File: src/rtl/scheduler_ingress_pkg.sv
// scheduler_ingress_pkg.sv
// Shared widths, states and packet field helpers for the ingress path.
`ifndef SCHEDULER_INGRESS_PKG_SV
`define SCHEDULER_INGRESS_PKG_SV

`define SI_PKT_DELAY(p) p[scheduler_ingress_pkg::DW-1:0]
`define SI_PKT_AXON(p) \
  p[scheduler_ingress_pkg::PKT_W-1:scheduler_ingress_pkg::DW]

package scheduler_ingress_pkg;

  localparam int DEF_NUM_AXONS  = 256;
  localparam int DEF_NUM_TICKS  = 16;
  localparam int DEF_FIFO_DEPTH = 8;

  localparam int AW    = $clog2(DEF_NUM_AXONS);
  localparam int DW    = $clog2(DEF_NUM_TICKS);
  localparam int PKT_W = AW + DW;

  typedef enum logic [1:0] {
    RUN     = 2'd0,
    FLUSH   = 2'd1,
    CLEAR   = 2'd2,
    ADVANCE = 2'd3
  } state_e;

endpackage

`endif

File: src/rtl/scheduler_ingress_spike_fifo.sv
// spike_fifo.sv
// Synchronous FIFO for spike packets; overflow/underflow requests are ignored.
module spike_fifo #(
  parameter int WIDTH = 12,
  parameter int DEPTH = 8
) (
  input  logic                   clk,
  input  logic                   rst,
  input  logic                   push,
  input  logic                   pop,
  input  logic [WIDTH-1:0]       din,
  output logic [WIDTH-1:0]       dout,
  output logic                   full,
  output logic                   empty,
  output logic [$clog2(DEPTH):0] count
);

  localparam int PTR_W = $clog2(DEPTH);

  logic [WIDTH-1:0] mem [DEPTH];
  logic [PTR_W-1:0] wr_ptr;
  logic [PTR_W-1:0] rd_ptr;
  logic             do_push;
  logic             do_pop;

  assign full    = count == DEPTH[PTR_W:0];
  assign empty   = count == '0;
  assign do_push = push && !full;
  assign do_pop  = pop && !empty;
  assign dout    = mem[rd_ptr];

  // DEPTH is a power of two, so pointers wrap by overflow.
  always_ff @(posedge clk or posedge rst) begin
    if (rst) begin
      wr_ptr <= '0;
      rd_ptr <= '0;
      count  <= '0;
    end else begin
      if (do_push) wr_ptr <= wr_ptr + 1'b1;
      if (do_pop)  rd_ptr <= rd_ptr + 1'b1;
      unique case ({do_push, do_pop})
        2'b10:   count <= count + 1'b1;
        2'b01:   count <= count - 1'b1;
        default: count <= count;
      endcase
    end
  end

  always_ff @(posedge clk) begin
    if (do_push) mem[wr_ptr] <= din;
  end

endmodule

File: src/rtl/scheduler_ingress.sv
// scheduler_ingress.sv
// Router-to-Scheduler ingress buffer with per-tick flush/clear/advance.
module scheduler_ingress
  import scheduler_ingress_pkg::*;
#(
  parameter int NUM_AXONS  = DEF_NUM_AXONS,
  parameter int NUM_TICKS  = DEF_NUM_TICKS,
  parameter int FIFO_DEPTH = DEF_FIFO_DEPTH,
  localparam int PW = $clog2(NUM_AXONS) + $clog2(NUM_TICKS),
  localparam int CW = $clog2(FIFO_DEPTH) + 1
) (
  input  logic          clk,
  input  logic          rst,
  input  logic          tick,
  input  logic          in_valid,
  output logic          in_ready,
  input  logic [PW-1:0] in_packet,
  output logic          sched_wen,
  output logic [PW-1:0] sched_packet,
  output logic          sched_clr,
  output logic          sched_set,
  input  logic          sched_error,
  output logic          tick_done,
  output logic [CW-1:0] occupancy,
  output logic          err_overrun,
  output logic          err_collision
);

  state_e        state;
  logic          alive;
  logic          full;
  logic          empty;
  logic          push;
  logic          pop;
  logic [PW-1:0] head;

  // alive holds in_ready low until the first edge after reset release.
  assign in_ready = alive && !full && (state == RUN);
  assign push     = in_valid && in_ready;
  assign pop      = !empty && (state == RUN || state == FLUSH);

  spike_fifo #(
    .WIDTH (PW),
    .DEPTH (FIFO_DEPTH)
  ) u_fifo (
    .clk   (clk),
    .rst   (rst),
    .push  (push),
    .pop   (pop),
    .din   (in_packet),
    .dout  (head),
    .full  (full),
    .empty (empty),
    .count (occupancy)
  );

  always_ff @(posedge clk or posedge rst) begin
    if (rst) begin
      state         <= RUN;
      alive         <= 1'b0;
      sched_wen     <= 1'b0;
      sched_packet  <= '0;
      sched_clr     <= 1'b0;
      sched_set     <= 1'b0;
      tick_done     <= 1'b0;
      err_overrun   <= 1'b0;
      err_collision <= 1'b0;
    end else begin
      alive     <= 1'b1;
      sched_wen <= pop;
      sched_clr <= 1'b0;
      sched_set <= 1'b0;
      tick_done <= 1'b0;
      if (pop) sched_packet <= head;
      if (tick && state != RUN) err_overrun <= 1'b1;
      if (sched_error && sched_wen) err_collision <= 1'b1;
      // Leaving FLUSH only when empty means no pop fires on
      // that edge, so the CLEAR cycle never carries a write.
      unique case (state)
        RUN: begin
          if (tick) state <= FLUSH;
        end
        FLUSH: begin
          if (empty) begin
            state     <= CLEAR;
            sched_clr <= 1'b1;
          end
        end
        CLEAR: begin
          state     <= ADVANCE;
          sched_set <= 1'b1;
          tick_done <= 1'b1;
        end
        ADVANCE: begin
          state <= RUN;
        end
        default: state <= RUN;
      endcase
    end
  end

endmodule

File: config.mk
export PLATFORM = sky130hd
export DESIGN_NAME = scheduler_ingress
export DESIGN_NICKNAME = d
export VERILOG_FILES = /design/src/rtl/scheduler_ingress_pkg.sv /design/src/rtl/scheduler_ingress_spike_fifo.sv /design/src/rtl/scheduler_ingress.sv
export SDC_FILE = /design/constraint.sdc
export NUM_CORES = 1
export LEC_CHECK = 0
export ABC_AREA = 1
export ABC_CLOCK_PERIOD_IN_PS = 7300
export BUFFER_PORTS_ARGS = -buffer_cell sky130_fd_sc_hd__buf_2
export CORE_MARGIN = 3
export CORE_UTILIZATION = 40
export CTS_BUF_LIST = sky130_fd_sc_hd__clkbuf_16
export DETAILED_ROUTE_END_ITERATION = 8
export SYNTH_ARGS = -nofsm -noshare
export SYNTH_HDL_FRONTEND = slang
export SYNTH_SLANG_ARGS = --single-unit
File: constraint.sdc
create_clock -name clk -period 7.3 [get_ports clk]
set_input_delay 0.73 -clock clk [delete_from_list [all_inputs] [get_ports clk]]
set_output_delay 0.73 -clock clk [all_outputs]
set_load 0.01 [all_outputs]
# == After elaboration in Yosys (flattened, before gate mapping) ==
# Memories as Yosys holds them, arrays and structs flattened. A register that Yosys moved wholly into a read port is not among the register bits.
# Cells that the tools add are included.
# totals
wordCells,48
ff_bits,18
inputBits,17
mem_bits_rw,96
n_memories,1
# mem_list
name,depth,word_bits,read_ports,rd_clocked_by_memory_dff,wr,line_no,text
u_fifo.mem,8,12,1,1,1,scheduler_ingress_spike_fifo.sv:20,logic [WIDTH-1:0] mem [DEPTH];
# op_classes
n_eq_ne,8
muxes,9
add_sub_neg,4
n_reduce_logical,16
# op_table
op,n
logical AND 1 bit,8
one-hot mux 2 bit (4 select lines),1
one-hot mux 4 bit (2 select lines),1
"adder 3 x 1 -> 3 bit, second input constant",2
"== test 2 bit, second input constant",3
2-to-1 mux 1 bit,5
"adder 4 x 1 -> 4 bit, second input constant",1
"== test 2 x 1 -> 1 bit, second input constant",2
"== test 4 bit, second input constant",1
zero test 4 bit,1
2-to-1 mux 2 bit,2
nonzero test 2 bit,2
"subtractor 4 x 1 -> 4 bit, second input constant",1
zero test 1 bit,2
zero test 2 bit,1
"!= test 2 x 1 -> 1 bit, second input constant",1
"!= test 2 bit, second input constant",1
AND reduction 2 bit,1
logical OR 1 bit,1

# == Logic depth before layout (Yosys ltp) ==
# logic_depth
depth_word,8
depth_mapped,15
ltp_nobuf,14

# == Cells and area by module ==
# A second synthesis with hierarchy kept.
# hier_totals
cells_unflattened,591
hier_area_um2,5696.7
# modules_own_cells
module,cells_each,area_per_inst_um2,seq_area_each_um2,n_inst
spike_fifo,497,4813.4,3133.0,1
scheduler_ingress,94,883.3,500.5,1

# == Worst setup path before layout ==
# Ideal clock, no wire load.
# synth_path
path_kind,register -> register
start,register state[0]
end,memory u_fifo.mem[0][0] (enable)
arrival_time_ns,1.994
required_ns,6.904
path_buffers,1
path_stages_with_launch,8
path_slack_ns,4.910
cell_sequence,dfrtp_1 -> inv_1 -> ha_1 -> nand2_1 -> inv_1 -> nand3_2 -> buf_2 -> nor3_1
# synth_via
elab_chain_len,6
# synth_rtl
item,line_no,text
start: declaration,scheduler_ingress.sv:29,state_e state;
start signal: assignment,scheduler_ingress.sv:59,state <= RUN;
start signal: assignment,scheduler_ingress.sv:81,if (tick) state <= FLUSH;
start signal: assignment,scheduler_ingress.sv:85,state <= CLEAR;
zero test 2 bit,scheduler_ingress.sv:38,assign in_ready = alive && !full && (state == RUN);
logical AND 1 bit,scheduler_ingress.sv:38,
logical AND 1 bit,scheduler_ingress.sv:39,assign push = in_valid && in_ready;
logical AND 1 bit,scheduler_ingress_spike_fifo.sv:28,assign do_push = push && !full;
2-to-1 mux 1 bit,scheduler_ingress_spike_fifo.sv:50,if (do_push) mem[wr_ptr] <= din;
2-to-1 mux 1 bit (implied by the code),scheduler_ingress_spike_fifo.sv:50,
end: declaration,scheduler_ingress_spike_fifo.sv:20,
# Every way passes these cells.

# == Worst setup path after layout ==
# layout_path
start,register state[0]
end,register u_fifo.count[3]
# layout_via
elab_chain_len,6
# layout_rtl
item,line_no,text
== test 2 x 1 -> 1 bit or zero test 2 bit (tied branches),"scheduler_ingress.sv:40, scheduler_ingress.sv:38",
logical OR 1 bit or logical AND 1 bit (tied branches),"scheduler_ingress.sv:40, scheduler_ingress.sv:38",
"logical AND 1 bit, on equally long branches","scheduler_ingress.sv:40, scheduler_ingress.sv:39",
"logical AND 1 bit, on equally long branches","scheduler_ingress_spike_fifo.sv:29, scheduler_ingress_spike_fifo.sv:28",
== test 2 x 1 -> 1 bit or == test 2 bit (tied branches),scheduler_ingress_spike_fifo.sv:41,"unique case ({do_push, do_pop})"
one-hot mux 4 bit (2 select lines) or nonzero test 2 bit (tied branches),-,
end signal: assignment,scheduler_ingress_spike_fifo.sv:42,2'b10: count <= count + 1'b1;
end signal: assignment,scheduler_ingress_spike_fifo.sv:43,2'b01: count <= count - 1'b1;
end signal: assignment,scheduler_ingress_spike_fifo.sv:44,default: count <= count;
end: declaration,scheduler_ingress_spike_fifo.sv:15,output logic [$clog2(DEPTH):0] count
# Parallel ways exist; a longest one is shown, timed or not.
# A chain may end at the register's enable or synchronous reset.

==> impl_metrics.csv <==
group,metric,value,unit
status,run_status,"finished, final reports clean",
placement,dpl.hpwl,7.96,mm
timing,setup_viol,0,
clocking,hold_buffers,0,
floorplan,core_area,13300,um^2
grt,grt.overflow.total,0,
clocking,ctsHtreeMaxLevel,4,
routing,firstDrtPassIters,5,
pwr,p_total,2.71,mW
critical_path,reg2reg_slack,4.69,ns
yosys,yosysTopAreaCell,"edfxtp_1",
job,max_cap_viol_count,0,
critical_path,cp_slowest_stage_delay,0.40,ns
clocking,postCtsResizedCells,0,
yosys,synth-seq-area-share,66.6,%
routing,final_routed_drc_violation_total,0,
floorplan,dieArea,15100,um^2
routing,post_drt_wl_per_cell,15.9,um
routing,route.detailed.vias_per_inst,4.81,
clocking,insertion_delay_of_the_later_clocked_pin_in_the_worst_skew_pair,0.41,ns
grt,antenna_found_initial,0,
hold_path,holdCritPathClass,"in2async",
pwr,static-leakage-power,2.87,nW
critical_path,timing.critical_path.slowest_stage_cell,"dfrtp_1",
timing,min_period,2.61,ns
clocking,clk_root_buffer_cell,"clkbuf_16",
yosys,synth.ff_latch_count,126,
clocking,postCtsSetupRepairBufs,0,
pwr,power_per_unit_of_standard_cell_area,423,nW/um^2
critical_path,critPathCaptureType,"register",
timing,maxSlewViolCount,0,
critical_path,cp-start-kind,"register",
critical_path,critical_path_required,7.61,ns
timing,worstMarginPinSlew,1.04,ns
placement,gp_congestion,0.834,
floorplan,die_width,123,um
layout,flow.area_growth_from_synthesis,17.3,%
clocking,cts.sink_count,126,
layout,utilization,48.1,%
timing,fin_tns_setup,0,ns
yosys,post_synth.cell_area_avg,10.4,um^2
floorplan,initial_utilization,41.0,%
placement,place_area,5800,um^2
yosys,synth.top_cell.area_share,52.8,%
timing,max_freq,384,MHz
pwr,peakVddDrop,169,uV
clocking,tritoncts,"done",
floorplan,fp.dieH,123,um
routing,drt_iter0_markers,345,
layout,antenna-diode-count,0,
clocking,cts-root-to-sink-buffers,2,
placement,numPortBuffers,39,
yosys,synthesized_instance_count,527,
routing,dr_total_vias,3621,
routing,postRouteAntennaNets,0,
critical_path,worstSetupPathType,"reg2reg",
timing,max-slew-margin-rel,30.4,%
layout,fraction_of_final_layout_cells_with_drive_strength_greater_than_1,14.9,%
layout,postLayoutCellArea,6400,um^2
routing,detail_route.wirelength,12.0,mm
timing,fin_skew,0.0131,ns
yosys,post_synth_instance_area,5460,um^2
yosys,postSynthNetCount,553,
timing,number_of_hold_violations_in_the_final_report,0,
layout,nNetsFinal,592,
critical_path,cp.arrival,2.91,ns
clocking,cts-buffers-inserted,17,
layout,fill_cells,1188,
floorplan,io-pin-count,40,
timing,rsz0062_at_grt,"false",
floorplan,core.rowCount,42,
grt,vias_in_the_first_global_route,3466,
critical_path,critPathMostFrequentCell,"nand2_1",
critical_path,critical_path_cell_by_cell,"inv_1 -> ha_1 -> nand2_1 -> inv_1 -> nand3_2 -> ha_1 -> ha_1 -> or2_2 -> nand3_1 -> nand2_1 -> nand2_1 -> nand2_1",
timing,post-route-period-util,35.7,%
critical_path,worst-path-max-fanout,14,
grt,grt_first_pass_wirelength,19.0,mm
clocking,cts.clk_slew.worst_paths,0.05,ns
yosys,synth_cell_types,27,
grt,grt.total_usage,17.1,%
yosys,synth_top_cells_by_area,"edfxtp_1, dfrtp_1, nand2_1, nand3_1, inv_1",
timing,hold_ws,0.397,ns
yosys,ys.warnings.count,0,
grt,grt_max_degree,51,
## logic make-up (layout without fill, tap and decap cells)
family / after synthesis / count (layout) / share of synthesized area (%)
compound gates: 12 / 12 / 1.42
xor+xnor: 5 / 5 / 0.803
fa+ha+maj: 9 / 9 / 2.20
buf+inv: 113 / 163 / 8.69
flops: 126 / 126 / 66.6
other cells: 1 / 1 / 0.0687
simple gates: 261 / 261 / 20.2
## power by group
group | internal, mW | total, mW | leakage [nW] | switching, mW
Clock | 0.562 | 0.851 | 0.292 | 0.289
Combinational | 0.292 | 0.879 | 1.36 | 0.587
Sequential | 0.875 | 0.979 | 1.22 | 0.103
Total | 1.73 | 2.71 | 2.87 | 0.979
## worst paths after layout
check,start,endpoint,cells past startpoint
worst max-delay path,state[0]$_DFFE_PP0P_,u_fifo.count[3]$_DFFE_PP0P_,12
worst min-delay path,rst,sched_packet[0]$_DFFE_PP0P_,3
worst max register to register,state[0]$_DFFE_PP0P_,u_fifo.count[3]$_DFFE_PP0P_,12
worst min register to register,err_collision$_DFFE_PP0P_,err_collision$_DFFE_PP0P_,1
max in group asynchronous,rst,u_fifo.wr_ptr[0]$_DFFE_PP0P_,3
min in group clk,err_collision$_DFFE_PP0P_,err_collision$_DFFE_PP0P_,1
## final cells by class
class	instances	area (um^2)	share of cell area [%]
sequential	126	3630	56.8
multi-input combinational	288	1390	21.7
clock buffer	17	425	6.65
inverter	92	348	5.43
tap	176	220	3.44
timing repair buffer	41	210	3.28
clock inverter	13	175	2.74
## per-layer routing
| layer | wire length [um] | vias to the layer above | GRT usage (%) |
|---|---|---|---|
| met5 | 0 | - | 0 |
| met4 | 178 | 0 | 6.51 |
| met3 | 711 | 16 | 4.38 |
| met2 | 5490 | 123 | 25.2 |
| met1 | 5620 | 1719 | 24.2 |
| li1 | - | 1763 | - |
## critical path: cells and delay by family, from the launching register on
| family | cells | cell delay (ns) |
|---|---|---|
| simple gates | 7 | 0.96 |
| fa+ha+maj | 3 | 0.97 |
| flops | 1 | 0.40 |
| buf+inv | 2 | 0.18 |
## Yosys cell counts
master,count
or2_2,1
a21oi_1,1
inv_4,1
buf_4,5
nand3_2,2
xnor2_1,2
inv_1,89
o21ai_4,1
buf_6,2
buf_2,11
a31oi_1,1
conb_1,1
nand2_1,169
nor2_2,1
inv_2,2
edfxtp_1,96
nor3_1,8
fa_1,1
dfrtp_1,30
clkbuf_1,2
o21ai_0,7
buf_1,1
nand3_1,76
ha_1,8
a21o_1,2
xor2_1,3
nor2_1,4
## sequential cells by signal, indices dropped and copies added (netlist names)
signal	count
err_collision	1
tick_done	1
sched_packet	12
err_overrun	1
state	2
u_fifo.mem	96
u_fifo.rd_ptr	3
alive	1
u_fifo.wr_ptr	3
u_fifo.count	4
sched_wen	1
sched_clr	1
## metrics by stage
| step | instances | setup slack [ns] |
|---|---|---|
| after global routing | 753 | 4.41 |
| after global placement | 723 | 4.80 |
| after floorplan | 527 | 4.91 |
| final | 753 | 4.69 |
| after CTS | 753 | 4.69 |
| after detailed placement | 723 | 4.70 |
## placed cells by master, fill, tap and decap left out
| cell type | count |
|---|---|
| inv_4 | 1 |
| clkbuf_16 | 17 |
| nand2_1 | 169 |
| clkinv_2 | 4 |
| clkinv_4 | 1 |
| dfrtp_1 | 30 |
| or2_2 | 1 |
| conb_1 | 1 |
| a21oi_1 | 1 |
| a31oi_1 | 1 |
| xor2_1 | 3 |
| inv_1 | 90 |
| inv_2 | 2 |
| buf_4 | 2 |
| a21o_1 | 2 |
| bufinv_16 | 4 |
| nor2_1 | 4 |
| fa_1 | 1 |
| nand3_2 | 2 |
| clkinvlp_4 | 3 |
| ha_1 | 8 |
| buf_2 | 39 |
| nor3_2 | 8 |
| nor2_2 | 1 |
| nand3_1 | 76 |
| edfxtp_1 | 96 |
| o21ai_4 | 1 |
| xnor2_1 | 2 |
| o21ai_0 | 7 |
Power figures use the tool's default switching activity.
